### src/rtl/mdu_iterative.sv
// Iterative multiply/divide unit with HI/LO result registers.
// MULT/MULTU use radix-2 shift-add and DIV/DIVU use restoring division, one bit per cycle.
module mdu_iterative #(
   parameter int unsigned WIDTH = 32,
   parameter int unsigned OPW   = 3
) (
   input  logic             clk,
   input  logic             rst_n,
   input  logic             start,
   input  logic [OPW-1:0]   op,
   input  logic [WIDTH-1:0] a,
   input  logic [WIDTH-1:0] b,
   output logic             busy,
   output logic             done,
   output logic [WIDTH-1:0] hi,
   output logic [WIDTH-1:0] lo
);

   localparam int unsigned CW = $clog2(WIDTH + 1);

   localparam logic [OPW-1:0] OP_MULT  = OPW'(0);
   localparam logic [OPW-1:0] OP_MULTU = OPW'(1);
   localparam logic [OPW-1:0] OP_DIV   = OPW'(2);
   localparam logic [OPW-1:0] OP_DIVU  = OPW'(3);
   localparam logic [OPW-1:0] OP_MTHI  = OPW'(4);
   localparam logic [OPW-1:0] OP_MTLO  = OPW'(5);

   typedef enum logic {S_IDLE, S_RUN} state_t;

   state_t             state;
   logic               is_div;
   logic               neg_res;
   logic               neg_rem;
   logic               div_zero;
   logic [WIDTH:0]     acc_hi;
   logic [WIDTH-1:0]   acc_lo;
   logic [WIDTH-1:0]   operand;
   logic [CW-1:0]      cnt;

   logic               op_iter;
   logic               op_div;
   logic               op_signed;
   logic               a_neg;
   logic               b_neg;
   logic [WIDTH-1:0]   a_mag;
   logic [WIDTH-1:0]   b_mag;
   logic [WIDTH:0]     mul_sum;
   logic [WIDTH:0]     div_shift;
   logic [WIDTH:0]     div_trial;
   logic [WIDTH:0]     step_hi;
   logic [WIDTH-1:0]   step_lo;
   logic [2*WIDTH-1:0] prod;
   logic [2*WIDTH-1:0] prod_fin;
   logic [WIDTH-1:0]   quot_fin;
   logic [WIDTH-1:0]   rem_fin;
   logic [CW-1:0]      cnt_nxt;

   always_comb begin
      op_iter   = (op == OP_MULT) || (op == OP_MULTU) || (op == OP_DIV) || (op == OP_DIVU);
      op_div    = (op == OP_DIV) || (op == OP_DIVU);
      op_signed = (op == OP_MULT) || (op == OP_DIV);
      a_neg     = op_signed & a[WIDTH-1];
      b_neg     = op_signed & b[WIDTH-1];
      a_mag     = a_neg ? (~a + WIDTH'(1)) : a;
      b_mag     = b_neg ? (~b + WIDTH'(1)) : b;
   end

   // acc_hi/acc_lo hold {partial product, remaining multiplier} for multiply and
   // {partial remainder, dividend/quotient shift register} for divide.
   always_comb begin
      mul_sum   = acc_hi + {1'b0, (acc_lo[0] ? operand : '0)};
      div_shift = {acc_hi[WIDTH-1:0], acc_lo[WIDTH-1]};
      div_trial = div_shift - {1'b0, operand};
      step_hi   = '0;
      step_lo   = '0;
      if (is_div) begin
         if (!div_trial[WIDTH]) begin
            step_hi = div_trial;
            step_lo = {acc_lo[WIDTH-2:0], 1'b1};
         end else begin
            step_hi = div_shift;
            step_lo = {acc_lo[WIDTH-2:0], 1'b0};
         end
      end else begin
         step_hi = {1'b0, mul_sum[WIDTH:1]};
         step_lo = {mul_sum[0], acc_lo[WIDTH-1:1]};
      end
   end

   always_comb begin
      prod     = {step_hi[WIDTH-1:0], step_lo};
      prod_fin = neg_res ? (~prod + (2*WIDTH)'(1)) : prod;
      if (div_zero)
         quot_fin = '1;
      else
         quot_fin = neg_res ? (~step_lo + WIDTH'(1)) : step_lo;
      rem_fin  = neg_rem ? (~step_hi[WIDTH-1:0] + WIDTH'(1)) : step_hi[WIDTH-1:0];
      cnt_nxt  = cnt + CW'(1);
   end

   always_ff @(posedge clk or negedge rst_n) begin
      if (!rst_n) begin
         state    <= S_IDLE;
         busy     <= 1'b0;
         done     <= 1'b0;
         hi       <= '0;
         lo       <= '0;
         cnt      <= '0;
         is_div   <= 1'b0;
         neg_res  <= 1'b0;
         neg_rem  <= 1'b0;
         div_zero <= 1'b0;
         acc_hi   <= '0;
         acc_lo   <= '0;
         operand  <= '0;
      end else begin
         done <= 1'b0;
         case (state)
            S_IDLE: begin
               if (start) begin
                  if (op_iter) begin
                     state   <= S_RUN;
                     busy    <= 1'b1;
                     cnt     <= '0;
                     is_div  <= op_div;
                     acc_hi  <= '0;
                     neg_res <= a_neg ^ b_neg;
                     if (op_div) begin
                        acc_lo   <= a_mag;
                        operand  <= b_mag;
                        neg_rem  <= a_neg;
                        div_zero <= (b == '0);
                     end else begin
                        acc_lo   <= b_mag;
                        operand  <= a_mag;
                        neg_rem  <= 1'b0;
                        div_zero <= 1'b0;
                     end
                  end else if (op == OP_MTHI) begin
                     hi <= a;
                  end else if (op == OP_MTLO) begin
                     lo <= a;
                  end
               end
            end
            S_RUN: begin
               acc_hi <= step_hi;
               acc_lo <= step_lo;
               cnt    <= cnt_nxt;
               if (cnt_nxt == CW'(WIDTH)) begin
                  state <= S_IDLE;
                  busy  <= 1'b0;
                  done  <= 1'b1;
                  if (is_div) begin
                     hi <= rem_fin;
                     lo <= quot_fin;
                  end else begin
                     hi <= prod_fin[2*WIDTH-1:WIDTH];
                     lo <= prod_fin[WIDTH-1:0];
                  end
               end
            end
            default: state <= S_IDLE;
         endcase
      end
   end

endmodule

### config.mk
export PLATFORM = sky130hd
export DESIGN_NAME = mdu_iterative
export DESIGN_NICKNAME = d
export VERILOG_FILES = /design/src/rtl/mdu_iterative.sv
export SDC_FILE = /design/constraint.sdc
export NUM_CORES = 1
export LEC_CHECK = 0
export BUFFER_PORTS_ARGS = -buffer_cell sky130_fd_sc_hd__buf_2
export CORE_UTILIZATION = 57
export CTS_BUF_LIST = sky130_fd_sc_hd__clkbuf_4 sky130_fd_sc_hd__clkbuf_8
export DETAILED_ROUTE_END_ITERATION = 8
export HOLD_SLACK_MARGIN = 0.05
export PLACE_DENSITY = 0.8
export SLEW_MARGIN = 0
export SYNTH_ARGS = -nofsm -noshare
export SYNTH_HDL_FRONTEND = slang
export SYNTH_SLANG_ARGS = --single-unit
export TNS_END_PERCENT = 20
### constraint.sdc
create_clock -name clk -period 6.3 [get_ports clk]
set_clock_uncertainty 0.1 [all_clocks]
set_input_delay 1.26 -clock clk [delete_from_list [all_inputs] [get_ports clk]]
set_output_delay 1.26 -clock clk [all_outputs]
set_load 0.1 [all_outputs]
==> results of run 1 <==
## logic make-up after synthesis
group / count (synthesis)
xor gates and xnor gates: 144
muxes: 56
buffers and inverters: 205
and+or+nand+nor: 637
DFF: 174
AOI/OAI and AO/OA: 726
adders and majority gates: 73
## stage by stage
stage / area, sq um / instances / hold slack (ns) / util [%] / worst slack, ns
CTS: 17300 / 2461 / 0.383 / 64.1 / 0.0803
detailed placement: 16800 / 2430 / 0.359 / 62.4 / 0.108
global placement: 16800 / 2430 / 0.359 / 62.4 / 0.281
floorplan: 15700 / 2015 / 0.366 / - / 0.383
global route: 17400 / 2465 / 0.400 / 64.4 / 0.0980
finish: 17400 / 2465 / 0.378 / 64.4 / 0.360
## how the worst max path moves through the flow
stage | start | cells after the start | end | slack (ns)
after floorplan | acc_lo[31]$_DFFE_PN0P_ | 29 | hi[24]$_DFFE_PN0P_ | 0.38
after global placement | acc_lo[31]$_DFFE_PN0P_ | 27 | hi[25]$_DFFE_PN0P_ | 0.28
after detailed placement | acc_lo[31]$_DFFE_PN0P_ | 27 | hi[25]$_DFFE_PN0P_ | 0.11
after CTS | acc_lo[31]$_DFFE_PN0P_ | 27 | hi[25]$_DFFE_PN0P_ | 0.08
after global routing | acc_lo[31]$_DFFE_PN0P_ | 26 | hi[25]$_DFFE_PN0P_ | 0.1
final | acc_lo[31]$_DFFE_PN0P_ | 26 | hi[25]$_DFFE_PN0P_ | 0.36
## cell usage after synthesis, types with 21 or more instances
cell / n
o22ai_1: 39
xor2_1: 55
inv_1: 79
dfrtp_1: 174
xnor2_1: 89
o21ai_0: 197
a211oi_1: 21
a22oi_1: 48
nor2_1: 146
nand2_1: 208
nand3_1: 28
mux2i_1: 33
o31ai_1: 23
nor3_1: 55
a21o_1: 49
ha_1: 71
a31oi_1: 26
and2_1: 47
clkbuf_1: 97
a21oi_1: 162
## per-layer routing
layer | global-route usage, % | vias up | share of wire, %
met5 | 0 | - | 0.074
met4 | 29.1 | 6 | 7.5
met3 | 9.31 | 249 | 9.5
met2 | 69.1 | 985 | 45
met1 | 54.2 | 8061 | 38
li1 | - | 7590 | -
## critical path: stages (launching register included)
cell and delay (ns):
dfrtp_1 0.39, inv_1 0.08, ha_1 0.17, inv_1 0.06
fa_2 0.39, a211oi_4 0.28, nor3_2 0.09, o211ai_1 0.25
nand3_2 0.17, o2111ai_4 0.27, a31oi_2 0.14, nand2_1 0.09
nand2_1 0.05, a21o_1 0.20, ha_4 0.23, buf_4 0.16
and3_1 0.17, a221oi_2 0.23, o2111ai_1 0.13, a21boi_1 0.19
or3b_4 0.44, or3_1 0.36, or3b_1 0.39, o41ai_2 0.33
xor2_1 0.18, a21oi_1 0.09, a21o_1 0.19
## sequential cells by signal, indices dropped and copies added (netlist names)
signal / cells
div_zero: 1
neg_res: 1
operand: 32
acc_lo: 32
state: 1
busy: 1
hi: 32
done: 1
acc_hi: 33
cnt: 6
is_div: 1
lo: 32
neg_rem: 1
## area by class of cell
class / count / area, sq um / share of cell area [%]
diodes: 4 / 10.0 / 0.0577
repair buffers: 198 / 1170 / 6.73
multi-input cells: 1636 / 10700 / 61.4
flip-flops and latches: 174 / 4360 / 25.1
clock buffers: 19 / 249 / 1.43
clock inverters: 12 / 185 / 1.07
inverters: 81 / 304 / 1.75
well taps: 341 / 427 / 2.46
## what timing repair did
item / 4_1_cts / 5_1_grt
endpoints found under the hold margin: 0 / 0
gates resized for setup: 0 / 15
setup endpoints to repair: 0 / 26
==> summary.txt, run 1 <==
Status
  – Status: completed

CTS
  – Clock sinks: 174
  – H-tree level count: 4
  – Clk root buf: clkbuf_8
  – Skew-Pair Late Insertion Delay: 0.50 ns
  – TritonCTS Buffers: 17
  – Clk pin slew, worst setup/hold paths: 0.10 ns
  – Clock buffer depth: 2
  – Post-CTS Setup Inserts: 0
  – CTS tree: yes
  – CTS hold repair buffers: 0

Yosys
  – Synth Flop Type: dfrtp_1
  – XOR/XNOR share of the synthesized area: 8.04%
  – Post-synth EDFFs: 0
  – Post-Synthesis Cell Area: 15700 sq um
  – Ys async rst share: 100%
  – Syn Nets: 2158
  – Top cell type's share of synthesized area: 27.8%
  – Compound-Gate Fraction of Synth Area: 29.5%
  – Sequential share of the synthesized area: 27.8%
  – Main combinational cell family by area after synthesis: compound AO/OA/AOI/OAI gates
  – Yosys reg bits: 174
  – Post-synthesis simple-gate area fraction: 19.9%
  – Post-Synthesis Cells: 2015
  – Multiplexer area fraction after synthesis: 3.82%
  – Syn Area/Cell: 7.79 sq um
  – Netlist cell types: 91
  – Adder-Cell Fraction of Synth Area: 5.92%
  – Synth area leader: dfrtp_1
  – Most area-consuming cells after synthesis: dfrtp_1, o21ai_0, ha_1
  – Yosys warnings: 0

STA
  – Setup Viol. Count Final: 0
  – Final hold vios: 0
  – Tcrit/Tclk final: 94.3%
  – Sum Neg Setup Slack: 0 ns
  – Relative slew slack: 20.5%
  – RSZ-0062 raised after global routing: no
  – Max-slew violations: 0
  – Peak Freq: 168 MHz
  – Fin crit period: 5.94 ns
  – Worst Tran Pin Value: 1.19 ns

GRT
  – Initial antenna violation count: 7
  – GRT Overall Usage: 43.8%
  – Largest net degree at the start of global routing: 87
  – Total gr overflow: 0
  – Vias in the first global route: 15900
  – First-pass GRT wire length: 93300 microns

Floorplan
  – I/O Pins: 136
  – Die area: 28200 sq um
  – Horiz. Die Dim: 168 microns
  – Num rows: 60
  – Die Span Y: 168 microns
  – Initial Util: 58.2%
  – CORE AREA: 27000 sq um

Worst setup path
  – Crit end category: flip-flop
  – Reg-to-reg setup timing slack: 0.36 ns
  – FF-to-FF path depth: 26
  – Reg2Reg Capture Point: hi[25]$_DFFE_PN0P_
  – WS Path Type: reg -> reg
  – Crit path arrival time: 6.23 ns
  – Req. time, crit path: 6.59 ns
  – Max FO, Critical Path: 6
  – Startpoint Class: flip-flop
  – Critical R2R Launch: acc_lo[31]$_DFFE_PN0P_

Finish
  – Share of layout cells above drive strength 1: 14.2%
  – Commonest non-fill, non-tap cell in the layout: nand2_1
  – Most frequent cells in the layout: nand2_1, o21ai_0, dfrtp_1, a21oi_1, nor2_1
  – Fill count: 2406
  – Area Growth Syn to Fin: 10.6%
  – NumNets Final: 2251

Place
  – Hpwl dp: 47200 microns
  – I/O Buffers: 135
  – Final Wtd Congestion: 1.06

Detailed routing
  – DRC Markers: 0
  – Vias per cell: 6.85
  – Via count: 16900
  – WL final: 61200 microns
  – DRT iter0 DRCs: 1849
  – Detailed-router iteration count before antenna repair: 6
  – Antenna-violating nets left: 0
  – WL/cell: 24.8 microns

Min path
  – Hold/Removal Path Class: reg -> reg
  – Hold path start: busy$_DFFE_PN0P_
  – Hold path endpoint: busy$_DFFE_PN0P_
  – WHS Path Cells: 2

Job
  – Max-cap violations: 0
Power of run 1 is left out: the tool's default activity adds up to more than one toggle a clock period on the data nets, which glitch-free logic cannot reach.
==> run 2: changes to the inputs <==
Settings changed: CORE_UTILIZATION 57 to 56, CTS_BUF_LIST sky130_fd_sc_hd__clkbuf_4 sky130_fd_sc_hd__clkbuf_8 to sky130_fd_sc_hd__clkbuf_8 sky130_fd_sc_hd__clkbuf_16, PLACE_DENSITY 0.8 to 0.79.
==> summary.txt, run 2 (synthesis gave the netlist of run 1 again) <==
Place
  – # placed instances: 2461
  – Hpwl dp: 47600 microns
  – Final Wtd Congestion: 1.04
  – I/O Buffers: 135
  – Post-place setup slack: 0.0120 ns

STA
  – Hold slack: 0.380 ns
  – Fin worst setup slack: 0.206 ns
  – Tcrit/Tclk final: 96.7%
  – Fin crit period: 6.09 ns
  – Setup Viol. Count Final: 0
  – Peak Freq: 164 MHz
  – Max-slew violations: 0
  – Final hold vios: 0
  – Worst Tran Pin Value: 1.16 ns
  – Relative slew slack: 22.4%

Worst setup path
  – WS Path Type: reg -> reg
  – Crit path arrival time: 6.34 ns
  – CP max-delay cell: or3b_4
  – Crit end category: flip-flop
  – Startpoint Class: flip-flop
  – Req. time, crit path: 6.54 ns
  – Max FO, Critical Path: 10
  – Worst path max stage delay: 0.48 ns

Finish
  – Max reg flops: 33
  – Area Growth Syn to Fin: 12.4%
  – Final core utilization: 64.7%
  – Register area: 4360 sq um
  – Share of layout cells above drive strength 1: 14.5%
  – Top reg by flops: acc_hi
  – Commonest non-fill, non-tap cell in the layout: nand2_1
  – Multi-input logic area: 10700 sq um
  – NumNets Final: 2257
  – Fill count: 2459
  – Final Non-Filler Cells: 2502
  – Most frequent cells in the layout: nand2_1, o21ai_0, dfrtp_1, a21oi_1, nor2_1

Floorplan
  – CORE AREA: 27300 sq um
  – Die area: 28700 sq um
  – Num rows: 60
  – I/O Pins: 136
  – Horiz. Die Dim: 169 microns
  – Initial Util: 57.6%
  – Die Span Y: 169 microns

CTS
  – Skew-Pair Late Insertion Delay: 0.45 ns
  – Clock sinks: 174
  – TritonCTS Buffers: 17
  – CTS hold repair buffers: 0
  – CTS tree: yes
  – Clock buffer depth: 2
  – Clk root buf: clkbuf_16
  – Clk pin slew, worst setup/hold paths: 0.07 ns
  – H-tree level count: 4

Status
  – Status: completed

GRT
  – First-pass GRT wire length: 93900 microns
  – Total gr overflow: 0
  – GRT met2 Usage: 67.4%
  – Initial antenna violation count: 5
  – Routing usage on met3: 10.6%
  – Largest net degree at the start of global routing: 116
  – Vias in the first global route: 15900
  – GRT Overall Usage: 43.7%
  – GR peak layer: met2
  – M1 GR Usage: 53.7%

Min path
  – Hold/Removal Path Class: reg -> reg

Detailed routing
  – Via count: 16700
  – WL final: 61900 microns
  – DRT iter0 DRCs: 1749
  – Vias per cell: 6.69
  – DRC Markers: 0
  – Antenna-violating nets left: 0
  – WL/cell: 24.7 microns
  – Detailed-router iteration count before antenna repair: 6

Job
  – Max-cap violations: 0
-- run 2: stage by stage --
| step | setup TNS [ns] | instance area [sq um] |
|---|---|---|
| 3_5_place_dp | 0 | 16900 |
| 6_report | 0 | 17600 |
| 5_1_grt | -0.0463 | 17600 |
| 2_1_floorplan | 0 | 15700 |
| 4_1_cts | 0 | 17500 |
| 3_3_place_gp | 0 | 16900 |
-- run 2: worst max-delay path, delay by kind of cell (launching register included) --
kind / cells / cell delay (ns)
simple gates: 8 / 1.85
xor+xnor: 1 / 0.19
compound gates: 11 / 2.36
fa+ha+maj: 3 / 0.82
flops: 1 / 0.37
buf+inv: 3 / 0.30
-- run 2: final cells by class --
cell class / instances / area share (%)
Timing Repair Buffer: 204 / 6.97
Clock inverter: 15 / 1.04
Multi-Input combinational cell: 1636 / 60.5
Antenna cell: 3 / 0.0426
Clock buffer: 17 / 2.41
Inverter: 81 / 1.72
Sequential cell: 174 / 24.7
Tap cell: 372 / 2.64
-- run 2: per-layer routing --
| layer | wire length [microns] | vias up |
|---|---|---|
| met5 | 0 | - |
| met4 | 4970 | 0 |
| met3 | 6500 | 255 |
| met2 | 27300 | 966 |
| met1 | 23100 | 7929 |
| li1 | - | 7586 |
-- run 2: timing repair --
item,4_1_cts,5_1_grt
hold endpoints to repair,0,0
buffers inserted,0,6
endpoints found under the setup margin,1,25
gates resized for setup,1,19
pin swaps,0,10
-- run 2: path summary, 6_finish.rpt --
path / start / depth (start not counted) / end / slack [ns]
max in group asynchronous: rst_n / 2 / state$_DFF_PN0_ / 4.29
setup / recovery: acc_lo[31]$_DFFE_PN0P_ / 26 / hi[25]$_DFFE_PN0P_ / 0.21
min in group asynchronous: rst_n / 1 / lo[9]$_DFFE_PN0P_ / 0.68
hold / removal: lo[11]$_DFFE_PN0P_ / 2 / lo[11]$_DFFE_PN0P_ / 0.38
setup reg to reg: acc_lo[31]$_DFFE_PN0P_ / 26 / hi[25]$_DFFE_PN0P_ / 0.21
hold reg to reg: lo[11]$_DFFE_PN0P_ / 2 / lo[11]$_DFFE_PN0P_ / 0.38
Power of run 2 is left out for the same reason.
